==> config.mk <==
export PLATFORM = sky130hd
export DESIGN_NAME = registro_switches
export DESIGN_NICKNAME = d
export VERILOG_FILES = /design/src/rtl/registro_switches.sv
export SDC_FILE = /design/constraint.sdc
export NUM_CORES = 1
export LEC_CHECK = 0
export CAP_MARGIN = 15
export CORE_ASPECT_RATIO = 0.5
export CORE_MARGIN = 4
export CORE_UTILIZATION = 45
export CTS_CLUSTER_DIAMETER = 150
export DETAILED_ROUTE_END_ITERATION = 10
export HOLD_SLACK_MARGIN = 0.02
export PLACE_DENSITY = 0.68
export SYNTH_ARGS = -nofsm -noshare
export SYNTH_HDL_FRONTEND = slang
export SYNTH_SLANG_ARGS = --single-unit
==> constraint.sdc <==
create_clock -name clk -period 1.9 [get_ports clk]
set_input_delay 0.285 -clock clk [delete_from_list [all_inputs] [get_ports clk]]
set_output_delay 0.285 -clock clk [all_outputs]
set_load 0.02 [all_outputs]
==> src/rtl/registro_switches.sv <==
// Memory-mapped switch/button input port: 2-FF synchroniser, per-bit debounce,
// sticky rising-edge pending flags with clear-on-read, and an interrupt line.
module registro_switches #(
    parameter int WIDTH           = 8,
    parameter int DEBOUNCE_CYCLES = 50000,
    parameter int CNT_W           = 16
) (
    input  logic             clk,
    input  logic             rst,
    input  logic [WIDTH-1:0] sw_in,
    input  logic             bitAddress,
    input  logic             read,
    input  logic             regSel,
    output logic [WIDTH-1:0] dataRead,
    output logic             irq
);

    localparam logic [CNT_W-1:0] CNT_LAST = CNT_W'(DEBOUNCE_CYCLES - 1);

    logic [WIDTH-1:0] sync1_r;
    logic [WIDTH-1:0] sync2_r;
    logic [WIDTH-1:0] stable_r;
    logic [WIDTH-1:0] pending_r;
    logic [WIDTH-1:0] data_read_r;
    logic             irq_r;
    logic [CNT_W-1:0] cnt_r      [WIDTH];

    logic [CNT_W-1:0] cnt_next_s [WIDTH];
    logic [WIDTH-1:0] stable_next_s;
    logic [WIDTH-1:0] rise_s;
    logic [WIDTH-1:0] clr_mask_s;
    logic [WIDTH-1:0] pending_next_s;
    logic             rd_acc_s;

    // Per-bit debounce: a level is accepted only after an unbroken run of differing samples
    always_comb begin
        for (int i = 0; i < WIDTH; i++) begin
            stable_next_s[i] = stable_r[i];
            cnt_next_s[i]    = {CNT_W{1'b0}};
            if (sync2_r[i] == stable_r[i]) begin
                cnt_next_s[i] = {CNT_W{1'b0}};
            end else if (cnt_r[i] == CNT_LAST) begin
                stable_next_s[i] = sync2_r[i];
                cnt_next_s[i]    = {CNT_W{1'b0}};
            end else begin
                cnt_next_s[i] = cnt_r[i] + CNT_W'(1);
            end
        end
    end

    // Edge capture and clear-on-read; a rise coinciding with the clear survives
    always_comb begin
        rise_s   = stable_next_s & ~stable_r;
        rd_acc_s = bitAddress & read;
        if (rd_acc_s && regSel) begin
            clr_mask_s = pending_r;
        end else begin
            clr_mask_s = {WIDTH{1'b0}};
        end
        pending_next_s = (pending_r & ~clr_mask_s) | rise_s;
    end

    // State registers and registered bus read data / interrupt
    always_ff @(posedge clk) begin
        if (rst) begin
            sync1_r     <= {WIDTH{1'b0}};
            sync2_r     <= {WIDTH{1'b0}};
            stable_r    <= {WIDTH{1'b0}};
            pending_r   <= {WIDTH{1'b0}};
            data_read_r <= {WIDTH{1'b0}};
            irq_r       <= 1'b0;
            for (int i = 0; i < WIDTH; i++) begin
                cnt_r[i] <= {CNT_W{1'b0}};
            end
        end else begin
            sync1_r   <= sw_in;
            sync2_r   <= sync1_r;
            stable_r  <= stable_next_s;
            pending_r <= pending_next_s;
            irq_r     <= |pending_next_s;
            for (int i = 0; i < WIDTH; i++) begin
                cnt_r[i] <= cnt_next_s[i];
            end
            // Idle bus returns zero so it can be OR-combined with other peripherals
            if (rd_acc_s) begin
                data_read_r <= regSel ? pending_r : stable_r;
            end else begin
                data_read_r <= {WIDTH{1'b0}};
            end
        end
    end

    assign dataRead = data_read_r;
    assign irq      = irq_r;

endmodule

==> results.md, run 1 <==
- Final WL: 12000 um
- Leak: 2.69 nW
- # DRC: 0
- Core area: 14700 sq um
- Syn. warnings: 0
- Yosys reg bits: 169
- Hold_buf cts: 0
- Post-layout min period: ~1.8 ns
- Synth area leaders: dfxtp_1, nor2_1, xnor2_1
- Commonest cells in the synthesized netlist: nor2_1, dfxtp_1, xnor2_1
- Synth-to-layout area growth: 18.0%
- Mean number of vias per cell: ~4.9
- Post-synth top flop: dfxtp_1
- Tightest Pin Transition: between 0.5 and 0.6 ns
- Count of different cell masters after synthesis: 43
- Bufs on Longest Clock Path: 2
- TritonCTS Buffers: 17
- WP data required: 2.21 ns
- Syn_area_per_cell: 9.09 sq um
- H-Tree Depth: 4
- CP top delay family: simple AND/OR/NAND/NOR gates
- 1st-pass router iterations: 5
- Synth area leader: dfxtp_1
- WHS: 0.334 ns
- Final ANT Viol Nets: 0
- Starting density of the core: 0.466
- Slew HR: 0.638
- WL/cell: 11.9 um
- Worst setup SP type: flip-flop
- Initial DRC Count: 219
- Worst Setup End Kind: flip-flop
- Vias: 4972
- Root buf cell: clkbuf_16
- Die height: 95.1 um
- RSZ-0062 raised after global routing: true
- Critical Setup Path Class: flip-flop to flip-flop
- Filler instances: 1272
- Crit-path slowest cell: or4b_1
- First-pass GRT wire length: 21000 um
- CP Buf/Inv Count: 1
- Setup TNS: 0 ns
- CP max FO: 16
- Max Cap Viol: 0
- Cell Rows: 31
- PortBufs: 21
- Sequential area share after synthesis: 0.495
- Synthesized cell area: a little under 7000 sq um
- Final net count: 820
- Gr ovfl total: 0
- Period Utilization, post-route: 0.966
- I/O pin cnt: 22
- All-Layer GR Usage: 0.146
- Vias in the first global route: between 4000 and 5000
- Final Util: 0.550
- CP peak stage delay: 0.51 ns
- Peak supply drop: around 0.00061 V
- Synth top area share: 0.495
- Post-synth EDFFs: 0
- Hold crit path type: input port to flip-flop
- WP data arrival: 2.14 ns
- CTS sink cnt: 169
- Initial antenna violation count: 0
- DIE AREA: 17300 sq um
- Hpwl dp: 8100 um
- Final Max Slew Viols: 0
- Net Count, Synth: 773
- Gpl congestion: 0.798
- Cells after Synth: approximately 750
- Share of layout cells above drive strength 1: 0.0825
- Post-synth ARST share: 0
- Outcome: finished clean
- Power Density: 884 nW/um^2
- Clk slew on worst S/H paths: 0.07 ns
- Crit-path cells: or4b_1 -> or4_4 -> nor2_4 -> or3_4 -> buf_12 -> nor2_1
- Largest net degree at the start of global routing: 32
- CTS tree: done
- Fmax: 0.545 GHz
- Setup repair bufs after CTS: 0
- Final hold vios: 0
- Die width: 182 um
- Cell with the most instances after synthesis: nor2_1
- Clk_lat worst skew: between 0.4 and 0.5 ns
- Max Clock Skew: just under 0.009 ns
- N_diodes: 0
- Post-route total power: 7.13 mW
- Setup violators final: 0
## layer usage
metal | share of wire | GRT usage | up-vias
met1 | 0.51 | 0.189 | 2305
met5 | 0 | 0 | -
met2 | 0.45 | 0.243 | 48
met3 | 0.028 | 0.0354 | 14
li1 | - | - | 2605
met4 | 0.012 | 0.0537 | 0
## repair_timing
item,4_1_cts,5_1_grt
gates resized for setup,1,3
pin swaps,0,3
endpoints found under the setup margin,1,17
hold endpoints to repair,0,0
## state kept, by name (all words and copies together), names as in the netlist
signal / flops
cnt_r: 128
dataRead: 8
pending_r: 8
stable_r: 8
sync1_r: 8
sync2_r: 8
irq: 1
## cell usage in the layout, fill, tap and decap left out, types with 19 or more instances in the layout
| cell | count |
|---|---|
| clkdlybuf4s50_1 | 20 |
| nor2_1 | 178 |
| nand2_1 | 35 |
| nand3_1 | 49 |
| and3_1 | 19 |
| xnor2_1 | 60 |
| nor2b_1 | 20 |
| dfxtp_1 | 169 |
| xor2_1 | 56 |
| inv_1 | 20 |
| nand4_1 | 22 |
| buf_4 | 22 |
## worst paths after layout
check,slack [ns],to,startpoint,cells after the start
max,0.06,cnt_r[1][45],cnt_r[1][45],6
min,0.33,sync1_r[4],rst,2
max reg2reg,0.06,cnt_r[1][45],cnt_r[1][45],6
min reg2reg,0.44,sync2_r[3],sync1_r[3],1
## through the flow
step                setup slack, ns  area (sq um)  std cells
floorplan                    0.0381          6840        752
global placement             0.0555          7450        978
detailed placement           0.0207          7450        978
CTS                          0.0269          8050       1010
global route                -0.0246          8070       1010
finish                       0.0638          8070       1010
## cell type report
cell class / count / area (sq um) / share of cell area
Sequential cell: 169 / 3380 / 0.419
Multi-Input combinational cell: 543 / 3300 / 0.409
Timing Repair Buffer: 48 / 470 / 0.0583
Clock buffer: 18 / 429 / 0.0532
Tap cell: 198 / 248 / 0.0307
Clock inverter: 14 / 164 / 0.0203
Inverter: 20 / 75.1 / 0.00931
## worst reg2reg max path: stages (launching register included)
cell and delay, ns:
dfxtp_1 0.32, or4b_1 0.51, or4_4 0.44, nor2_4 0.13, or3_4 0.15, buf_12 0.13, nor2_1 0.06
## cell families (layout without fill, tap and decap cells)
| logic type | count (synthesis) | after routing | synth area share |
|---|---|---|---|
| AO/OA/AOI/OAI | 20 | 20 | 0.0190 |
| buffers and inverters | 40 | 100 | 0.0269 |
| adder cells (fa/ha/maj) | 8 | 8 | 0.0146 |
| flip-flops | 169 | 169 | 0.495 |
| XOR/XNOR | 116 | 116 | 0.149 |
| AND/OR/NAND/NOR | 387 | 387 | 0.278 |
| multiplexers | 12 | 12 | 0.0176 |
## power breakdown
part | switching (mW) | internal [mW]
Sequential | 0.0131 | 3.56
Combinational | 0.0593 | 0.0588
Clock | 1.47 | 1.97
(Power assumes the default switching activity.)
==> run 2: changes to the inputs <==
PLACE_DENSITY = 0.66   (was 0.68)
clock period = 1.8 ns   (was 1.9 ns; I/O delays follow)
==> run 2 against run 1 <==
Against the previous run:
- the run now ends with negative setup slack left
- critical path depth stayed put
- count of clock-buffer cells in the layout is 2 higher
- setup slack worse by 0.11 ns
- register-to-register slack worse by 0.11 ns
- via count is 1.5% higher
- cell count is 1.4% higher
- sequential power is 5% higher
==> results.md, run 2 (synthesized netlist as in run 1, its figures left out) <==
- Final worst slack: -0.0415 ns (was 0.0638 ns)
- Initial DRC Count: 239 (was 219)
- Vias in the first global route: 4853 (was 4678)
- Final net count: 834 (was 820)
- Setup TNS: -0.574 ns (was 0 ns)
- Clk_lat worst skew: 0.42 ns (about the same)
- PortBufs: 21 (unchanged)
- Met2 wire length: 5820 um (was 5420 um)
- Final Max Slew Viols: 0 (unchanged)
- DP Cell Count: 988 (was 978)
- Gr ovfl total: 0 (unchanged)
- Hold_buf cts: 0 (unchanged)
- Max Clock Skew: 0.0117 ns (was 0.00890 ns)
- Root buf cell: clkbuf_16 (unchanged)
- Place WS: -0.163 ns (was 0.0207 ns)
- Starting density of the core: 0.466 (unchanged)
- Final WL: 12600 um (was 12000 um)
- Worst setup SP type: flip-flop (unchanged)
- 1st-pass router iterations: 5 (unchanged)
- Crit-path cells: or4b_1 -> or4_4 -> nor2_4 -> or3_4 -> buf_6 -> nor2_1 (was or4b_1 -> or4_4 -> nor2_4 -> or3_4 -> buf_12 -> nor2_1)
- Max Cap Viol: 0 (unchanged)
- # DRC: 0 (unchanged)
- WP data required: 2.10 ns (was 2.21 ns)
- Register area: 3390 sq um (was 3380 sq um)
- Hold crit path type: input port to flip-flop (unchanged)
- R2R cell count: 6 (unchanged)
- Post-route total power: 7.55 mW (was 7.13 mW)
- Critical Setup Path Class: flip-flop to flip-flop (unchanged)
- Final hold vios: 0 (unchanged)
- Period Utilization, post-route: 1.02 (was 0.966)
- WL met3: 311 um (was 333 um)
- Core area: 14700 sq um (unchanged)
- Synth-to-layout area growth: 20.5% (was 18.0%)
- Failing checks: negative setup slack
- Crit-path slowest cell: or4b_1 (unchanged)
- WL/cell: 12.3 um (was 11.9 um)
- N_diodes: 0 (unchanged)
- Power Density: 917 nW/um^2 (was 884 nW/um^2)
- Finished Layout Cells: 1024 (was 1010)
- Die height: 95.1 um (unchanged)
- WP data arrival: 2.14 ns (about the same)
- Commonest non-fill, non-tap cell in the layout: nor2_1 (unchanged)
- Clk slew on worst S/H paths: 0.06 ns (was 0.07 ns)
- Share of layout cells above drive strength 1: 0.116 (was 0.0825)
- Uppermost layer routed: met4 (unchanged)
- CP max FO: 8 (was 16)
- Number of cells on the worst hold path: 2 (unchanged)
- Leak: 2.77 nW (was 2.69 nW)
- Vias: 5048 (was 4972)
- Max reg flops: 128 (unchanged)
- CP peak stage delay: 0.51 ns (about the same)
- Top reg by flops: cnt_r (unchanged)
- Filler instances: 1300 (was 1272)
- CTS sink cnt: 169 (unchanged)
- Setup violators final: 19 (was 0)
- Wl on met1: 6260 um (was 6140 um)
- Hpwl dp: 8380 um (was 8100 um)
- Outcome: finished with violations (was finished clean)
- RSZ-0062 raised after global routing: true (unchanged)
- Gpl congestion: 0.794 (was 0.798)
- Die width: 182 um (unchanged)
- H-Tree Depth: 4 (unchanged)
- Slew HR: 0.654 (was 0.638)
- Tightest Pin Transition: 0.520 ns (was 0.544 ns)
- Fmax: 0.543 GHz (was 0.545 GHz)
- Cell Rows: 31 (unchanged)
- Peak supply drop: 0.000836 V (was 0.000610 V)
- Mean number of vias per cell: 4.93 (was 4.92)
- I/O pin cnt: 22 (unchanged)
- DIE AREA: 17300 sq um (unchanged)
- All-Layer GR Usage: 0.151 (was 0.146)
- Final ANT Viol Nets: 0 (unchanged)
- Largest net degree at the start of global routing: 31 (was 32)
- Most frequent cells in the layout: nor2_1, dfxtp_1, xnor2_1 (unchanged)
- Area occupied by multi-input gates: 3360 sq um (was 3300 sq um)
- Initial antenna violation count: 0 (unchanged)
- Post-layout min period: 1.84 ns (about the same)
- First-pass GRT wire length: 21700 um (was 21000 um)
- CTS tree: done (unchanged)
- Final Util: 0.562 (was 0.550)
- TritonCTS Buffers: 17 (unchanged)
- Bufs on Longest Clock Path: 2 (unchanged)
- Worst Setup End Kind: flip-flop (unchanged)
## run 2: routing by layer
metal  track usage  up-vias
met5             0        -
met4        0.0574        0
met3        0.0335       17
met2         0.251       55
met1         0.194     2349
li1              -     2627
## run 2: timing repair
| item | CTS | global route |
|---|---|---|
| pin swaps | 9 | 7 |
| resized for setup | 6 | 17 |
| setup buffers | 1 | 3 |
| endpoints found under the setup margin | 17 | 44 |
| endpoints found under the hold margin | 0 | 0 |
## run 2: report_power, final
group          leakage (nW)  total [mW]  switching, mW  internal, mW
Clock                 0.285        3.64           1.51          2.14
Combinational          1.12       0.131         0.0660        0.0649
Sequential             1.37        3.77         0.0135          3.76
Total                  2.77        7.55           1.59          5.96
## run 2: critical path, delay by kind of cell, from the launching register on
| kind | cells | cell delay (ns) |
|---|---|---|
| flops | 1 | 0.32 |
| simple gates | 5 | 1.27 |
| buf+inv | 1 | 0.13 |
## run 2: worst paths after layout
kind	startpoint	endpoint	slack [ns]
max	cnt_r[1][42]	cnt_r[1][45]	-0.04
min	rst	pending_r[4]	0.32
max reg2reg	cnt_r[1][42]	cnt_r[1][45]	-0.04
min reg2reg	sync1_r[2]	sync2_r[2]	0.44
## run 2: through the flow
stage | hold slack (ns) | instance area (sq um)
after floorplan | 0.398 | 6870
after global placement | 0.412 | 7520
after detailed placement | 0.426 | 7520
after CTS | 0.322 | 8150
after global routing | 0.339 | 8230
final | 0.324 | 8230
## run 2: area by class of cell
cell class | instances | share of cell area
Timing Repair Buffer | 62 | 0.0696
Clock buffer | 20 | 0.0555
Tap cell | 198 | 0.0301
Multi-Input combinational cell | 543 | 0.408
Inverter | 20 | 0.00912
Sequential cell | 169 | 0.411
Clock inverter | 12 | 0.0169
==> run 3: changes to the inputs <==
CORE_UTILIZATION = 61   (was 45)
PLACE_DENSITY = 0.83   (was 0.66)
==> run 3 against run 2 <==
Against the previous run:
- the run still ends with negative setup slack left
- setup slack got worse by 0.040 ns
- clock skew fell by 0.0043 ns
- core utilization rose by 21 points
- sequential power barely moved
- final area fell by 1.2%
- critical path depth did not move
- sequential share of layout area rose by 0.50 points
==> results.md, run 3 (synthesized netlist as in run 1, its figures left out) <==
- All-Layer GR Usage: 0.212 (was 0.151)
- Largest net degree at the start of global routing: 32 (was 31)
- Hold_buf cts: 0 (unchanged)
- Post-layout min period: 1.88 ns (was 1.84 ns)
- Commonest non-fill, non-tap cell in the layout: nor2_1 (unchanged)
- Cell Rows: 26 (was 31)
- Vias in the first global route: 5128 (was 4853)
- Period Utilization, post-route: 1.05 (was 1.02)
- Root buf cell: clkbuf_16 (unchanged)
- Core area: 10600 sq um (was 14700 sq um)
- Tightest Pin Transition: 0.552 ns (was 0.520 ns)
- CTS tree: done (unchanged)
- Final WL: 13700 um (was 12600 um)
- Synth-to-layout area growth: 19.0% (was 20.5%)
- Leak: 2.74 nW (was 2.77 nW)
- Clk slew on worst S/H paths: 0.06 ns (about the same)
- N_diodes: 0 (unchanged)
- Final ANT Viol Nets: 0 (unchanged)
- PortBufs: 21 (unchanged)
- Starting density of the core: 0.646 (was 0.466)
- Initial DRC Count: 296 (was 239)
- Gpl congestion: 0.825 (was 0.794)
- CTS sink cnt: 169 (unchanged)
- Gr ovfl total: 0 (unchanged)
- Post-route total power: 7.35 mW (was 7.55 mW)
- Crit-path slowest cell: or4b_1 (unchanged)
- Bufs on Longest Clock Path: 2 (unchanged)
- H-Tree Depth: 4 (unchanged)
- DIE AREA: 13100 sq um (was 17300 sq um)
- CP max FO: 8 (unchanged)
- Max reg flops: 128 (unchanged)
- Hpwl dp: 8520 um (was 8380 um)
- Final hold vios: 0 (unchanged)
- Worst setup SP type: flip-flop (unchanged)
- WL/cell: 14.2 um (was 12.3 um)
- Fmax: 0.532 GHz (was 0.543 GHz)
- First-pass GRT wire length: 23000 um (was 21700 um)
- WP data required: 2.10 ns (about the same)
- Worst Setup End Kind: flip-flop (unchanged)
- Crit-path cells: or4b_1 -> or4_4 -> nor2_4 -> buf_6 -> or3_4 -> nor2_1 (was or4b_1 -> or4_4 -> nor2_4 -> or3_4 -> buf_6 -> nor2_1)
- CP peak stage delay: 0.52 ns (was 0.51 ns)
- Top reg by flops: cnt_r (unchanged)
- Most frequent cells in the layout: nor2_1, dfxtp_1, xnor2_1 (unchanged)
- Max Clock Skew: 0.00735 ns (was 0.0117 ns)
- WP data arrival: 2.18 ns (was 2.14 ns)
- Clk_lat worst skew: 0.41 ns (was 0.42 ns)
- RSZ-0062 raised after global routing: true (unchanged)
- TritonCTS Buffers: 17 (unchanged)
- Peak supply drop: 0.000653 V (was 0.000836 V)
- Failing checks: negative setup slack (unchanged)
- Setup TNS: -1.20 ns (was -0.574 ns)
- Critical Setup Path Class: flip-flop to flip-flop (unchanged)
- Final worst slack: -0.0812 ns (was -0.0415 ns)
- 1st-pass router iterations: 5 (unchanged)
- Share of layout cells above drive strength 1: 0.113 (was 0.116)
- Slew HR: 0.629 (was 0.654)
- Initial antenna violation count: 0 (unchanged)
- Outcome: finished with violations (unchanged)
- I/O pin cnt: 22 (unchanged)
- Power Density: 904 nW/um^2 (was 917 nW/um^2)
- Mean number of vias per cell: 5.47 (was 4.93)
- Setup violators final: 17 (was 19)
- Final Max Slew Viols: 0 (unchanged)
- WHS: 0.416 ns (was 0.324 ns)
- Vias: 5266 (was 5048)
- # DRC: 0 (unchanged)
- Max Cap Viol: 0 (unchanged)
- Die width: 158 um (was 182 um)
- Final net count: 834 (unchanged)
- Die height: 82.8 um (was 95.1 um)
- Hold crit path type: input port to flip-flop (unchanged)
==> run 3: cell count changes in the layout (fill, tap and decap cells not counted), sizes merged <==
cell           before  now
inv                23   20
buf                42   40
clkdlybuf4s50      20   21
clkinv              4    5
clkinvlp            3    2
or3                 9   10
==> run 3: where the power goes <==
part / switching [mW] / total (mW) / internal, mW
registers: 0.0144 / 3.78 / 3.76
logic: 0.0711 / 0.141 / 0.0695
clock network: 1.42 / 3.43 / 2.01
total: 1.51 / 7.35 / 5.84
==> run 3: layer usage <==
layer | GRT usage | wire (um) | vias up
li1 | - | - | 2622
met1 | 0.271 | 6310 | 2511
met2 | 0.360 | 6670 | 105
met3 | 0.0426 | 446 | 28
met4 | 0.0695 | 275 | 0
met5 | 0 | 0 | -
==> run 3: cell type report <==
type | instances | area (sq um)
fillers | 666 | 2440
flip-flops and latches | 169 | 3390
inverters | 20 | 75.1
well taps | 140 | 175
repair buffers | 61 | 563
clock buffers | 20 | 437
multi-input cells | 544 | 3390
clock inverters | 9 | 104
==> run 3: path summary, 6_finish.rpt <==
path | cells after the start | endpoint | start | slack [ns]
worst max-delay path | 6 | cnt_r[1][42] | cnt_r[1][42] | -0.08
worst min-delay path | 2 | sync1_r[6] | sw_in[6] | 0.42
worst max register to register | 6 | cnt_r[1][42] | cnt_r[1][42] | -0.08
worst min register to register | 1 | sync2_r[3] | sync1_r[3] | 0.43
==> run 3: repair_timing <==
| item | CTS | global route |
|---|---|---|
| buffers inserted | 1 | 0 |
| pin swaps | 3 | 8 |
| gates resized for setup | 5 | 20 |
| endpoints found under the setup margin | 18 | 67 |
| gates cloned | 1 | 0 |
==> run 3: worst max-delay path, delay by kind of cell, from the launching register on <==
kind / cells / cell delay (ns)
DFF: 1 / 0.32
and+or+nand+nor: 5 / 1.34
buffers and inverters: 1 / 0.11
==> run 3: stage by stage <==
step            util  cells  cell area [sq um]  setup WS, ns
2_1_floorplan      -    752               6870       -0.0570
3_3_place_gp   0.708    933               7490       -0.0161
3_5_place_dp   0.708    933               7490       -0.0614
4_1_cts        0.761    963               8050       -0.0968
5_1_grt        0.769    963               8130        -0.133
6_report       0.769    963               8130       -0.0812
